$ cat config.mk
export PLATFORM = sky130hd
export DESIGN_NAME = branch_ctrl
export DESIGN_NICKNAME = d
export VERILOG_FILES = /design/src/rtl/branch_ctrl.sv
export SDC_FILE = /design/constraint.sdc
export NUM_CORES = 1
export LEC_CHECK = 0
export ABC_AREA = 1
export CORE_AREA = 2 2 170 172
export DETAILED_ROUTE_END_ITERATION = 6
export DIE_AREA = 0 0 172 174
export GPL_ROUTABILITY_DRIVEN = 0
export PLACE_DENSITY = 0.79
export SYNTH_ARGS = -nofsm -noshare
export SYNTH_HDL_FRONTEND = slang
export SYNTH_SLANG_ARGS = --single-unit
$ cat constraint.sdc
create_clock -name clk -period 11.4 [get_ports clk]
set_input_delay 2.28 -clock clk [delete_from_list [all_inputs] [get_ports clk]]
set_output_delay 2.28 -clock clk [all_outputs]
set_load 0.05 [all_outputs]
$ cat src/rtl/branch_ctrl.sv
// branch_ctrl: decode-stage branch resolution for the MIPS pipeline.
// Picks forwarded comparator operands, stalls ID on unresolved operands,
// drives the PC redirect / link write and keeps the decision stable across
// external freezes so each branch resolves (and is counted) exactly once.

// Per-operand hazard detect and forward select.
module branch_opsel (
  input  logic [4:0]  src,
  input  logic        used,
  input  logic [31:0] rf_data,
  input  logic        ex_regwrite,
  input  logic        ex_memtoreg,
  input  logic [4:0]  ex_writereg,
  input  logic        mem_regwrite,
  input  logic        mem_memtoreg,
  input  logic [4:0]  mem_writereg,
  input  logic [31:0] mem_aluout,
  output logic        hz,
  output logic [31:0] opnd
);
  logic nz, ex_hit, mem_hit, ex_alu_hz, ex_ld_hz, mem_ld_hz;

  // r0 is hardwired zero: never a hazard, never forwarded
  assign nz      = |src;
  assign ex_hit  = nz & ex_regwrite & (ex_writereg == src);
  assign mem_hit = nz & mem_regwrite & (mem_writereg == src);

  // ALU producer in EX clears after one cycle (then forwarded from MEM);
  // a load in EX blocks for two cycles, a load in MEM for one.
  assign ex_alu_hz = ex_hit & ~ex_memtoreg;
  assign ex_ld_hz  = ex_hit & ex_memtoreg;
  assign mem_ld_hz = mem_hit & mem_memtoreg;
  assign hz        = used & (ex_alu_hz | ex_ld_hz | mem_ld_hz);

  // only an ALU result sitting in MEM can be forwarded; WB goes through
  // the write-first register file
  assign opnd = (mem_hit & ~mem_memtoreg) ? mem_aluout : rf_data;
endmodule

module branch_ctrl #(
  parameter int CNT_W = 32
) (
  input  logic             clk,
  input  logic             rst,
  input  logic             id_valid,
  input  logic [7:0]       id_alucontrol,
  input  logic [4:0]       id_rs,
  input  logic [4:0]       id_rt,
  input  logic [31:0]      id_pc_plus4,
  input  logic [31:0]      id_offset,
  input  logic [31:0]      rs_data,
  input  logic [31:0]      rt_data,
  input  logic             ex_regwrite,
  input  logic             ex_memtoreg,
  input  logic [4:0]       ex_writereg,
  input  logic             mem_regwrite,
  input  logic             mem_memtoreg,
  input  logic [4:0]       mem_writereg,
  input  logic [31:0]      mem_aluout,
  input  logic             ext_stall,
  output logic [31:0]      cmp_a,
  output logic [31:0]      cmp_b,
  output logic [7:0]       cmp_op,
  input  logic             cmp_y,
  output logic             stall_id,
  output logic             flush_ex,
  output logic             pc_src,
  output logic [31:0]      branch_target,
  output logic             link_en,
  output logic [31:0]      link_addr,
  output logic             busy,
  output logic [CNT_W-1:0] branch_cnt,
  output logic [CNT_W-1:0] taken_cnt,
  output logic [CNT_W-1:0] stall_cnt
);
  localparam logic [7:0] EXE_BEQ_OP    = 8'b0101_0001;
  localparam logic [7:0] EXE_BNE_OP    = 8'b0101_0010;
  localparam logic [7:0] EXE_BLEZ_OP   = 8'b0101_0011;
  localparam logic [7:0] EXE_BGTZ_OP   = 8'b0101_0100;
  localparam logic [7:0] EXE_BLTZ_OP   = 8'b0100_0000;
  localparam logic [7:0] EXE_BGEZ_OP   = 8'b0100_0001;
  localparam logic [7:0] EXE_BLTZAL_OP = 8'b0100_1010;
  localparam logic [7:0] EXE_BGEZAL_OP = 8'b0100_1011;

  typedef enum logic [1:0] {IDLE, WAIT, DONE} state_t;

  typedef struct packed {
    logic        taken;
    logic        link;
    logic [31:0] target;
  } hold_t;

  state_t state, state_nx;
  hold_t  hold;

  logic        v, is_br, uses_rt, is_link, is_branch, hz_stall, resolve, done_out;
  logic [31:0] target_now;

  logic [1:0][4:0]  src;
  logic [1:0][31:0] rfd, opnd;
  logic [1:0]       used, hz;

  // reset also silences the combinational outputs so an abort is immediate
  assign v = id_valid & ~rst;

  // op decode: which codes are branches, which read rt, which link
  always_comb begin
    is_br   = 1'b0;
    uses_rt = 1'b0;
    is_link = 1'b0;
    case (id_alucontrol)
      EXE_BEQ_OP, EXE_BNE_OP: begin
        is_br   = 1'b1;
        uses_rt = 1'b1;
      end
      EXE_BGTZ_OP, EXE_BLEZ_OP, EXE_BLTZ_OP, EXE_BGEZ_OP: is_br = 1'b1;
      EXE_BLTZAL_OP, EXE_BGEZAL_OP: begin
        is_br   = 1'b1;
        is_link = 1'b1;
      end
      default: ;
    endcase
  end

  assign is_branch = v & is_br;

  // operand 0 = rs, operand 1 = rt
  assign src  = {id_rt, id_rs};
  assign rfd  = {rt_data, rs_data};
  assign used = {is_branch & uses_rt, is_branch};

  generate
    for (genvar k = 0; k < 2; k++) begin : g_op
      branch_opsel u_sel (
        .src          (src[k]),
        .used         (used[k]),
        .rf_data      (rfd[k]),
        .ex_regwrite  (ex_regwrite),
        .ex_memtoreg  (ex_memtoreg),
        .ex_writereg  (ex_writereg),
        .mem_regwrite (mem_regwrite),
        .mem_memtoreg (mem_memtoreg),
        .mem_writereg (mem_writereg),
        .mem_aluout   (mem_aluout),
        .hz           (hz[k]),
        .opnd         (opnd[k])
      );
    end
  endgenerate

  assign hz_stall   = is_branch & (|hz);
  assign resolve    = is_branch & ~hz_stall & ((state == IDLE) | (state == WAIT));
  assign target_now = id_pc_plus4 + id_offset;
  assign done_out   = v & (state == DONE);

  assign cmp_a    = v ? opnd[0] : 32'd0;
  assign cmp_b    = v ? opnd[1] : 32'd0;
  assign cmp_op   = v ? id_alucontrol : 8'd0;
  assign stall_id = hz_stall;
  assign flush_ex = hz_stall;
  assign busy     = (state != IDLE);

  // redirect: live comparator result when resolving, held decision in DONE
  always_comb begin
    pc_src        = 1'b0;
    link_en       = 1'b0;
    branch_target = v ? target_now : 32'd0;
    link_addr     = v ? (id_pc_plus4 + 32'd4) : 32'd0;
    if (resolve) begin
      pc_src  = cmp_y;
      link_en = is_link;
    end else if (done_out) begin
      pc_src        = hold.taken;
      link_en       = hold.link;
      branch_target = hold.target;
    end
  end

  // state register
  always_ff @(posedge clk or posedge rst) begin
    if (rst) state <= IDLE;
    else     state <= state_nx;
  end

  // next state: DONE parks a resolved branch while the pipe is frozen
  always_comb begin
    state_nx = IDLE;
    if (v) begin
      case (state)
        IDLE, WAIT: begin
          if (hz_stall)                    state_nx = WAIT;
          else if (resolve && ext_stall)   state_nx = DONE;
          else                             state_nx = IDLE;
        end
        DONE:    state_nx = ext_stall ? DONE : IDLE;
        default: state_nx = IDLE;
      endcase
    end
  end

  // capture the decision in the resolution cycle
  always_ff @(posedge clk or posedge rst) begin
    if (rst)          hold <= '0;
    else if (resolve) hold <= '{taken: cmp_y, link: is_link, target: target_now};
  end

  // statistics; DONE cycles never recount
  always_ff @(posedge clk or posedge rst) begin
    if (rst) begin
      branch_cnt <= '0;
      taken_cnt  <= '0;
      stall_cnt  <= '0;
    end else begin
      if (resolve)          branch_cnt <= branch_cnt + CNT_W'(1);
      if (resolve && cmp_y) taken_cnt  <= taken_cnt + CNT_W'(1);
      if (hz_stall)         stall_cnt  <= stall_cnt + CNT_W'(1);
    end
  end
endmodule

Yosys cells after proc, flatten, opt, wreduce, memory -nomap -nowiden --
Cells that the tools add are included.
Word-level totals: bits in registers 132, output and inout port bits 237
Cells by class: $add $sub $neg 5, equality and inequality tests 14, mux-type cells 21, bitwise operators 34, reduce and logical (&&, ||, !) cells 11
Operators with widths (count):
- $mux W32 | 8
- $add A32 B1 Y32 const B | 3
- $eq A8 B7 Y1 const B | 8
- $add A32 B3 Y32 const B | 1
- $add A32 B32 Y32 | 1
- $and A1 B1 Y1 | 25
- $eq A5 B5 Y1 | 4
- $reduce_or A5 Y1 | 2
- $mux W2 | 4
- $mux W8 | 1
- $reduce_or A2 Y1 | 4
- $reduce_or A8 Y1 | 1
- $mux W1 | 7
- $or A1 B1 Y1 | 5
- $not A1 Y1 | 4
- $pmux W2 S2 | 1
- $eq A2 B1 Y1 const B | 1
- $eq A2 B2 Y1 const B | 1
- $logic_and A1 B1 Y1 | 2
- $logic_not A2 Y1 | 1
- $reduce_bool A2 Y1 | 1

Depth between registers and ports, before layout --
Gate-level depths: netlist of the first run.
depth in word-level cells 17, gate-level depth with buffers 15

By module --
A second synthesis of the first run with hierarchy kept.
Second synthesis, totals: cell total of the unflattened synthesis 2256, area total of the unflattened synthesis 13121.3 µm²
Modules (own cells, without submodules):
- branch_ctrl | instances 1, cells an instance 1924, area each 11479.8 µm²
- branch_opsel | instances 2, cells an instance 166, area each 820.8 µm²

Worst setup path after synthesis of the first run --
OpenSTA, ideal clock, no wires.
kind input -> output, start point input port rst, end point output port branch_target[10], data arrival time 7204 ps, path slack 1916 ps, stages on the path 6, path through inv_1 nand2_1 nor2_1 clkbuf_1 inv_1 o21ai_0
Between the ends: word-level cells in the longest chain between the ends 11, elaborated cells on any way between the ends 15, classes of those cells mux (3); bitwise (11); reduce/logical (1)
Ends and longest elaborated chain:
- from (decl) | line 44 | input logic rst,
- $not A1 Y1 * | line 104 | assign v = id_valid & ~rst;
- $and A1 B1 Y1 * | line 104
- $and A1 B1 Y1 | line 125 | assign is_branch = v & is_br;
- $and A1 B1 Y1 | line 130 | assign used = {is_branch & uses_rt, is_branch};
- $and A1 B1 Y1 | line 33 | assign hz = used & (ex_alu_hz | ex_ld_hz | mem_ld_hz);
- $reduce_or A2 Y1 | line 151 | assign hz_stall = is_branch & (|hz);
- $and A1 B1 Y1 | line 151
- $not A1 Y1 | line 152 | assign resolve = is_branch & ~hz_stall & ((state == IDLE) | (state == WAIT));
- $and A1 B1 Y1 (2 in a row) | line 152
- $mux W32 * | line 169 | if (resolve) begin
- to (decl) | line 68 | output logic [31:0] branch_target,
Every way passes the cells marked *; elsewhere a longest branch is shown, timed or not.

Worst setup path after layout of the first run --
start point input port rst, end point output port link_en
Between the ends: word-level cells in the longest chain between the ends 11, elaborated cells on any way between the ends 14, classes of those cells mux (2); bitwise (11); reduce/logical (1)
Ends and longest elaborated chain:
- $not A1 Y1 * | line 104
- $and A1 B1 Y1 * | line 104
- $and A1 B1 Y1 | line 125
- $and A1 B1 Y1 | line 130
- $and A1 B1 Y1 | line 33
- $reduce_or A2 Y1 | line 151
- $and A1 B1 Y1 | line 151
- $not A1 Y1 | line 152
- $and A1 B1 Y1 (2 in a row) | line 152
- $mux W1 * | line 169
- to (decl) | line 69 | output logic link_en,
Marks and branches as above.

==> results of run 1 <==
## final cells by class
cell class	count	area [um2]	area share, %
diodes	5	12.5	0.0710
clock buffers	18	429	2.43
clock inverters	14	145	0.823
inverters	220	831	4.71
multi-input cells	1678	8030	45.5
flip-flops and latches	132	3300	18.7
well taps	384	480	2.73
repair buffers	442	4400	25.0
## sequential cells by signal, summed over array words and instances (netlist names)
register    flops
branch_cnt     32
hold           34
state           2
taken_cnt      32
stall_cnt      32
## layer usage
layer | vias to the layer above | share of wire, % | wire, um
met5 | - | 0 | 0
met4 | 0 | 4.0 | 1970
met3 | 152 | 11 | 5280
met2 | 775 | 46 | 22200
met1 | 6955 | 40 | 19200
li1 | 7430 | - | -
## how the worst max path moves through the flow
stage	endpoint	start	slack (ps)	cells past startpoint
2_1_floorplan	branch_target[10]	rst	1920	6
3_3_place_gp	link_en	rst	2870	12
6_report	link_en	rst	2840	12
5_1_grt	link_en	rst	2520	12
3_5_place_dp	link_en	rst	2780	12
4_1_cts	link_en	rst	2770	12
## cell usage in the layout (no fill, tap or decap), types with 68 or more instances in the layout
| master | count |
|---|---|
| nand4_1 | 73 |
| nand2_1 | 818 |
| xor2_1 | 80 |
| clkdlybuf4s50_1 | 432 |
| nor2_1 | 269 |
| o21ai_0 | 89 |
| nand3_1 | 93 |
| inv_1 | 213 |
| dfrtp_1 | 132 |
| a21oi_1 | 68 |
## power breakdown
| part | total, uW | internal, uW | switching, uW |
|---|---|---|---|
| combinational | 464 | 174 | 290 |
| clock | 541 | 308 | 234 |
| sequential | 506 | 491 | 14.2 |
## critical path, stage by stage
cell	delay [ps]
clkdlybuf4s50_1	470
inv_6	430
nand2_2	60
buf_4	320
inv_2	120
nand2_2	110
nor2_8	430
inv_2	140
nor2_8	690
nand2_1	180
nand2_1	180
clkdlybuf4s50_1	820
## through the flow
| step | cell area, um2 | hold WS, ps | power [uW] | instances | utilization, % |
|---|---|---|---|---|---|
| finish | 17600 | 476 | 1510 | 2893 | 62.4 |
| global route | 17600 | 501 | 1580 | 2892 | 62.4 |
| CTS | 17600 | 479 | 1520 | 2888 | 62.4 |
| detailed placement | 17000 | 464 | 972 | 2856 | 60.3 |
| global placement | 17000 | 456 | 965 | 2856 | 60.3 |
| floorplan | 12500 | 442 | 781 | 2097 | - |
## cell families (layout without fill, tap and decap cells)
family,Yosys count,after routing
AND/OR/NAND/NOR,1344,1344
XOR/XNOR,121,121
flip-flops,132,132
AO/OA/AOI/OAI,177,177
adder cells (fa/ha/maj),36,36
buffers and inverters,287,694
other,0,5
==> results.ini, run 1 <==
[floorplan]
initial_core_util_pct = 44.3
dieWidth_um = 172
io_pins = 434
dieArea_mm2 = 0.0299
die_h_um = 174
coreArea_mm2 = 0.0282
rows = 62

[yosys]
synth-main-ff-cell = dfrtp_1
yosysUniqueCellTypes = 37
yosysWarningCount = 0
synth-seq-cells = 132
synth_common_cells = nand2_1, nor2_1, inv_1
synth-edff-count = 0
synth_fa_ha_area_share_pct = 3.66
synth.area.mux_share_pct = 0
yosysSeqAreaShare_pct = 26.4
yosys.area_share.simple_pct = 44.3
synthesis.nets = 2330
syn_area_per_cell_um2 = 5.96
syn_area_mm2 = 0.0125
yosysMostFrequentCell = nand2_1
synth_top_area_cell = dfrtp_1
synth_top_cells_by_area = dfrtp_1, nand2_1, nor2_1
netlist_instances = 2097
async_reset_ff_share_pct = 100
synth_top_area_share_pct = 26.4
synth_top_family_by_area = simple AND/OR/NAND/NOR gates
synth_xor_area_share_pct = 8.48
synth_compound_area_share_pct = 7.66

[route]
via_count = 15300
routedWlPerCell_um = 16.8
ant_nets = 0
firstDrtPassIters = 7
routed_wl_mm = 48.7
drc = 14
drt_iter0_drc = 1531
vias_per_cell = 5.29

[power_and_ir_drop]
ir_drop_uv = 80.8
power-per-cell-area_mw_per_mm2 = 85.7
p_leak_uw = 0.00848

[setup_path]
crit_path_start_kind = input pin
r2r_cells = 5
critPathArrivalTime_ps = 6280
r2r_end = hold[32]$_DFFE_PP0N_
r2r-start = state[1]$_DFF_PP0_
worstPathRequired_ps = 9120
crit_fanout = 64
cp-end-kind = primary output
rrSetupSlack_ps = 9290
crit_type = input pin to primary output

[grt]
antenna_found_initial = 4
grt_use_met2_pct = 52.6
grtUsageMet3_pct = 9.34
met1_usage_pct = 39.1
grt_busiest_layer = met2
grt_use_total_pct = 31.9
grt_pass1_vias = 14300
grt_overflow = 0
grt_max_degree = 73
grt_pass1_wl_mm = 75.0

[timing]
layout_setup_ws_ps = 2840
skew_ps = 14.7
fmax_mhz = 117
min_period_ps = 8560
setup_viol = 0
slew_violations = 0
timing.final.crit_share_pct = 75.1
hold_viol = 0
slew_headroom_pct = 20.2
rsz0062_at_grt = no
worst_pin_slew_ps = 1190
fin_setup_tns_ps = 0

[run]
maxCapViolCount = 0

[worst_hold_path]
worst_hold_path_type = flip-flop to flip-flop
hp-start = hold[12]$_DFFE_PP0N_
hold-path-endpoint = hold[12]$_DFFE_PP0N_
whs_path_depth = 2

[outcome]
status = complete, but fails checks
violations = design-rule violations

[clock_tree]
cts.repair.resized = 0
cts.sinks = 132
numCtsBuffers = 17
cts_max_path_buffers = 2
cts_hold_buf = 0
cts_tree = built
clk_pin_slew_ps = 50
htree_levels = 4
worst_skew_pair.late_latency_ps = 420
root_buffer = clkbuf_16
cts_setup_buffers = 0

[place]
detailedPlace.worstSlack_ps = 2780
dpl.hpwl_mm = 38.4
io_buffers = 432

[layout]
fin_nets = 2724
nFillCells = 2648
layout-drive-gt1-share_pct = 2.52
synthToLayoutAreaGrowth_pct = 41.1

(Power assumes the default switching activity.)
==> inputs of run 2 (changes only) <==
--- a/config.mk
+++ b/config.mk
@@ -6,11 +6,11 @@
 export NUM_CORES = 1
 export LEC_CHECK = 0
 export ABC_AREA = 1
-export CORE_AREA = 2 2 170 172
+export CORE_MARGIN = 2
+export CORE_UTILIZATION = 42
 export DETAILED_ROUTE_END_ITERATION = 6
-export DIE_AREA = 0 0 172 174
 export GPL_ROUTABILITY_DRIVEN = 0
-export PLACE_DENSITY = 0.79
+export PLACE_DENSITY = 0.78
 export SYNTH_ARGS = -nofsm -noshare
 export SYNTH_HDL_FRONTEND = slang
 export SYNTH_SLANG_ARGS = --single-unit
==> constraint.sdc (replaced) <==
create_clock -name clk -period 7.7 [get_ports clk]
set_input_delay 1.54 -clock clk [delete_from_list [all_inputs] [get_ports clk]]
set_output_delay 1.54 -clock clk [all_outputs]
set_load 0.05 [all_outputs]
==> results.ini, run 2 (same netlist as run 1, synthesis figures left out) <==
[place]
place_area_mm2 = 0.0179  ; +5.3%
dp_cells = 2863  ; +0.25%
dpl.hpwl_mm = 38.9  ; +1.4%
io_buffers = 432  ; unchanged

[power_and_ir_drop]
swShare_pct = 34.2  ; -1.4 points
p_leak_uw = 0.00897  ; +5.8%
power-per-cell-area_mw_per_mm2 = 124  ; +45%
p_clk_share_pct = 35.1  ; -0.7 points
seq_power_share_pct = 32.6  ; -0.9 points
power_frac_comb_pct = 32.3  ; +1.6 points
p_int_uw = 1510  ; +56%
power_switching_uw = 787  ; +46%
ir_drop_uv = 112  ; +39%

[setup_path]
r2r-start = state[1]$_DFF_PP0_
critPathArrivalTime_ps = 4690  ; -1590 ps
cp-startpoint = id_pc_plus4[2]
crit_fanout = 6  ; -91%
endpoint = link_addr[24]
r2r_cells = 4  ; -1
cp-end-kind = primary output
r2r_end = taken_cnt[11]$_DFFE_PP0P_
crit_path_start_kind = input pin
crit_type = input pin to primary output
worstPathRequired_ps = 6160  ; -2960 ps
rrSetupSlack_ps = 5410  ; -3880 ps

[clock_tree]
cts.sinks = 132  ; unchanged
cts_max_path_buffers = 2  ; unchanged
clk_pin_slew_ps = 60  ; about the same
root_buffer = clkbuf_16
cts.repair.resized = 0  ; unchanged
cts_tree = built
worst_skew_pair.late_latency_ps = 420  ; about the same
htree_levels = 4  ; unchanged
cts_setup_buffers = 0  ; unchanged
numCtsBuffers = 17  ; unchanged
cts_hold_buf = 0  ; unchanged

[timing]
slew_violations = 0  ; unchanged
fmax_mhz = 160
worst_pin_slew_ps = 1200  ; +7.74 ps
slew_headroom_pct = 19.7  ; -0.52 points
skew_ps = 17.1  ; +2.42 ps
setup_viol = 0  ; unchanged
min_period_ps = 6230
rsz0062_at_grt = no
worst_hold_slack_ps = 472  ; -3.87 ps
hold_viol = 0  ; unchanged
fin_setup_tns_ps = 0  ; unchanged
timing.final.crit_share_pct = 81.0

[route]
drc = 0  ; -14
vias_per_cell = 5.31  ; +0.30%
routedWlPerCell_um = 16.9  ; +0.19%
via_count = 15400  ; +0.65%
firstDrtPassIters = 6  ; -1
routed_wl_mm = 48.9  ; +0.54%
drt_iter0_drc = 1356  ; -11%
ant_nets = 0  ; unchanged

[layout]
fin_cells = 2903  ; +0.35%
largest_reg_flops = 34  ; unchanged
synthToLayoutAreaGrowth_pct = 48.5
multi_input_area_mm2 = 0.00802  ; about the same
final-seq-area_mm2 = 0.00330  ; unchanged
largest_register = hold
mostFrequentLayoutCells = nand2_1, clkdlybuf4s50_1, nor2_1, inv_1, dfrtp_1
layout-drive-gt1-share_pct = 6.71  ; +4.2 points
fin_nets = 2725  ; +0.037%
nFillCells = 2674  ; +0.98%
final_common_cell = nand2_1
fin_util_pct = 62.9  ; +0.50 points
stdcell_area_mm2 = 0.0186  ; +5.2%

[grt]
grt_overflow = 0  ; unchanged
antenna_found_initial = 9  ; +5
grt_pass1_vias = 15100  ; +5.7%
grt_pass1_wl_mm = 78.5  ; +4.6%
grt_use_total_pct = 31.5  ; -0.42 points
grt_max_degree = 85  ; +16%

[run]
maxCapViolCount = 0  ; unchanged

[floorplan]
coreArea_mm2 = 0.0295  ; +4.4%
rows = 63  ; +1.6%
io_pins = 434  ; unchanged
dieArea_mm2 = 0.0311  ; +4.1%
initial_core_util_pct = 42.4  ; -1.9 points
dieWidth_um = 176  ; +2.6%
die_h_um = 176  ; +1.4%

[worst_hold_path]
worst_hold_path_type = flip-flop to flip-flop

[outcome]
status = finished, final reports clean

run 2: cell types whose count changed in the layout (fill, tap and decap cells not counted), moves of 2 or more:
cell,before,now
clkdlybuf4s50_1,432,326
inv_8,2,0
inv_6,6,4
diode_2,5,9
buf_4,10,24
buf_12,0,93
run 2: power groups by stage:
stage          registers (uW)  logic (uW)  clock network, uW
5_1_grt                   754         805                849
3_5_place_dp              761         738                  0
4_1_cts                   749         741                816
6_report                  749         743                807
3_3_place_gp              759         726                  0
2_1_floorplan             767         390                  0
run 2: layer usage:
metal  part of all wire, %  wire, um  track usage [%]
met4                   3.7      1820             12.7
met3                    10      4920             8.23
met1                    39     19000             37.8
met2                    47     23200             53.5
met5                     0         0                0
run 2: final cells by class:
type / instances / area share, %
Antenna cell: 9 / 0.121
Clock inverter: 13 / 0.809
Sequential cell: 132 / 17.8
Multi-Input combinational cell: 1678 / 43.2
Timing Repair Buffer: 443 / 28.6
Tap cell: 390 / 2.63
Inverter: 220 / 4.47
Clock buffer: 18 / 2.31
run 2: worst max-delay path, stage by stage:
cell and delay [ps]:
clkdlybuf4s50_1 670, ha_1 330, nand2_1 80, inv_1 70, nand2_1 140, nor3_1 410, inv_1 130, nor4_1 310
xnor2_1 110, nor2_1 90, clkdlybuf4s50_1 810
run 2: stage by stage:
stage / power, uW / setup WS, ps
after global routing: 2410 / 1340
after floorplan: 1160 / 1240
after detailed placement: 1500 / 1550
after global placement: 1490 / 1650
after CTS: 2310 / 1550
final: 2300 / 1470
run 2: worst min path at each step:
stage,start,end,slack [ps],cells after the start
floorplan,hold[33]$_DFFE_PP0N_,hold[33]$_DFFE_PP0N_,440,2
global placement,hold[33]$_DFFE_PP0N_,hold[33]$_DFFE_PP0N_,460,2
detailed placement,hold[33]$_DFFE_PP0N_,hold[33]$_DFFE_PP0N_,460,2
CTS,hold[33]$_DFFE_PP0N_,hold[33]$_DFFE_PP0N_,470,2
global route,hold[0]$_DFFE_PP0N_,hold[0]$_DFFE_PP0N_,510,2
finish,hold[33]$_DFFE_PP0N_,hold[33]$_DFFE_PP0N_,470,2
==> inputs of run 3 (changes only) <==
==> constraint.sdc (replaced) <==
create_clock -name clk -period 5.2 [get_ports clk]
set_input_delay 1.04 -clock clk [delete_from_list [all_inputs] [get_ports clk]]
set_output_delay 1.04 -clock clk [all_outputs]
set_load 0.05 [all_outputs]
==> results.ini, run 3 (same netlist as run 1, synthesis figures left out) <==
[timing]
hold_viol = 0  ; unchanged
timing.final.crit_share_pct = 91.6
fmax_mhz = 210
worst_pin_slew_ps = 1090  ; -107 ps
min_period_ps = 4760
rsz0062_at_grt = no
slew_headroom_pct = 27.1  ; +7.4 points
slew_violations = 0  ; unchanged
worst_hold_slack_ps = 481  ; +8.12 ps
setup_viol = 0  ; unchanged
skew_ps = 16.7  ; -0.362 ps

[grt]
met1_usage_pct = 39.4  ; +1.6 points
grtUsageMet3_pct = 8.03  ; -0.19 points
grt_pass1_vias = 15200  ; +0.68%
grt_busiest_layer = met2
antenna_found_initial = 8  ; -1
grt_use_met2_pct = 54.2  ; +0.70 points
grt_pass1_wl_mm = 80.7  ; +2.8%
grt_overflow = 0  ; unchanged
grt_use_total_pct = 32.8  ; +1.3 points
grt_max_degree = 84  ; -1.2%

[layout]
fin_nets = 2743  ; +0.66%
synthToLayoutAreaGrowth_pct = 52.8
layout-drive-gt1-share_pct = 8.88  ; +2.2 points
largest_reg_flops = 34  ; unchanged
nFillCells = 2606  ; -2.5%
mostFrequentLayoutCells = nand2_1, clkdlybuf4s50_1, nor2_1, inv_1, dfrtp_1
largest_register = hold
final_common_cell = nand2_1
fin_util_pct = 64.8  ; +1.9 points

[setup_path]
r2r-start = stall_cnt[0]$_DFFE_PP0P_
critPathArrivalTime_ps = 3720  ; -970 ps
crit_type = input pin to primary output
r2r_end = stall_cnt[31]$_DFFE_PP0P_
r2r_cells = 8  ; +4
crit_path_start_kind = input pin
worstPathRequired_ps = 4160  ; -2000 ps
crit_fanout = 4  ; -2
rrSetupSlack_ps = 3160  ; -2250 ps
cp-startpoint = id_pc_plus4[0]
cp-end-kind = primary output

[floorplan]
coreArea_mm2 = 0.0295  ; unchanged
die_h_um = 176  ; unchanged
dieWidth_um = 176  ; unchanged
rows = 63  ; unchanged
dieArea_mm2 = 0.0311  ; unchanged
io_pins = 434  ; unchanged
initial_core_util_pct = 42.4  ; unchanged

[clock_tree]
cts.sinks = 132  ; unchanged
htree_levels = 4  ; unchanged
cts_hold_buf = 0  ; unchanged
cts_tree = built
cts_max_path_buffers = 2  ; unchanged
numCtsBuffers = 17  ; unchanged
cts.repair.resized = 0  ; unchanged
root_buffer = clkbuf_16
clk_pin_slew_ps = 60  ; about the same
cts_setup_buffers = 0  ; unchanged
worst_skew_pair.late_latency_ps = 430  ; about the same

[route]
vias_per_cell = 5.36  ; +1.0%
drc = 0  ; unchanged
routedWlPerCell_um = 17.5  ; +3.7%
ant_nets = 0  ; unchanged
drt_iter0_drc = 1558  ; +15%
routed_wl_mm = 51.0  ; +4.3%
via_count = 15700  ; +1.6%
firstDrtPassIters = 6  ; unchanged

[place]
io_buffers = 432  ; unchanged
dpl.hpwl_mm = 40.9  ; +5.0%

[worst_hold_path]
hold-path-endpoint = hold[10]$_DFFE_PP0N_
worst_hold_path_type = flip-flop to flip-flop
whs_path_depth = 2  ; unchanged
hp-start = hold[10]$_DFFE_PP0N_

[run]
maxCapViolCount = 0  ; unchanged

[power_and_ir_drop]
ir_drop_uv = 134  ; +19%
power-per-cell-area_mw_per_mm2 = 183  ; +48%
p_leak_uw = 0.00924  ; +3.1%

[outcome]
status = finished, final reports clean

## run 3: how the worst max path moves through the flow
stage | to | slack, ps | cells past startpoint
after floorplan | branch_target[10] | -250 | 6
after global placement | branch_target[10] | 420 | 12
after detailed placement | branch_target[10] | 380 | 12
after CTS | branch_target[10] | 370 | 12
after global routing | branch_target[10] | 260 | 12
final | branch_target[10] | 440 | 12
## run 3: metrics by stage
step | setup slack, ps | area, um2 | total power (uW) | setup TNS (ps) | cells
floorplan | -252 | 12500 | 1710 | -2710 | 2097
global placement | 424 | 18500 | 2250 | 0 | 2881
detailed placement | 377 | 18500 | 2270 | 0 | 2881
CTS | 366 | 19100 | 3520 | 0 | 2913
global route | 261 | 19100 | 3670 | 0 | 2921
finish | 438 | 19100 | 3500 | 0 | 2921
## run 3: final cells by class
cell class                 count  area (um2)  area share, %
sequential                   132        3300           17.3
inverter                     220         830           4.34
multi-input combinational   1678        8030           42.1
tap                          390         488           2.56
timing repair buffer         461        5830           30.5
clock buffer                  18         429           2.25
antenna                        8        20.0          0.105
clock inverter                14         164          0.858
## run 3: power breakdown
part           switching [uW]  internal (uW)
Clock                     515            721
Sequential               31.6           1080
Combinational             670            486
## run 3: layer usage
layer  vias to the layer above  wire length (um)
met1                      7178             19600
met4                         0              2700
li1                       7487                 -
met3                       165              5000
met2                       834             23700
met5                         -                 0
## run 3: critical path, cell delays in order
cell	delay [ps]
clkdlybuf4s50_1	430
ha_1	330
fa_1	440
nand2_1	80
nand3_1	80
nand3b_1	90
nand2_1	100
nand2_1	90
nand2_1	110
xnor2_1	190
o21ai_0	510
buf_12	220
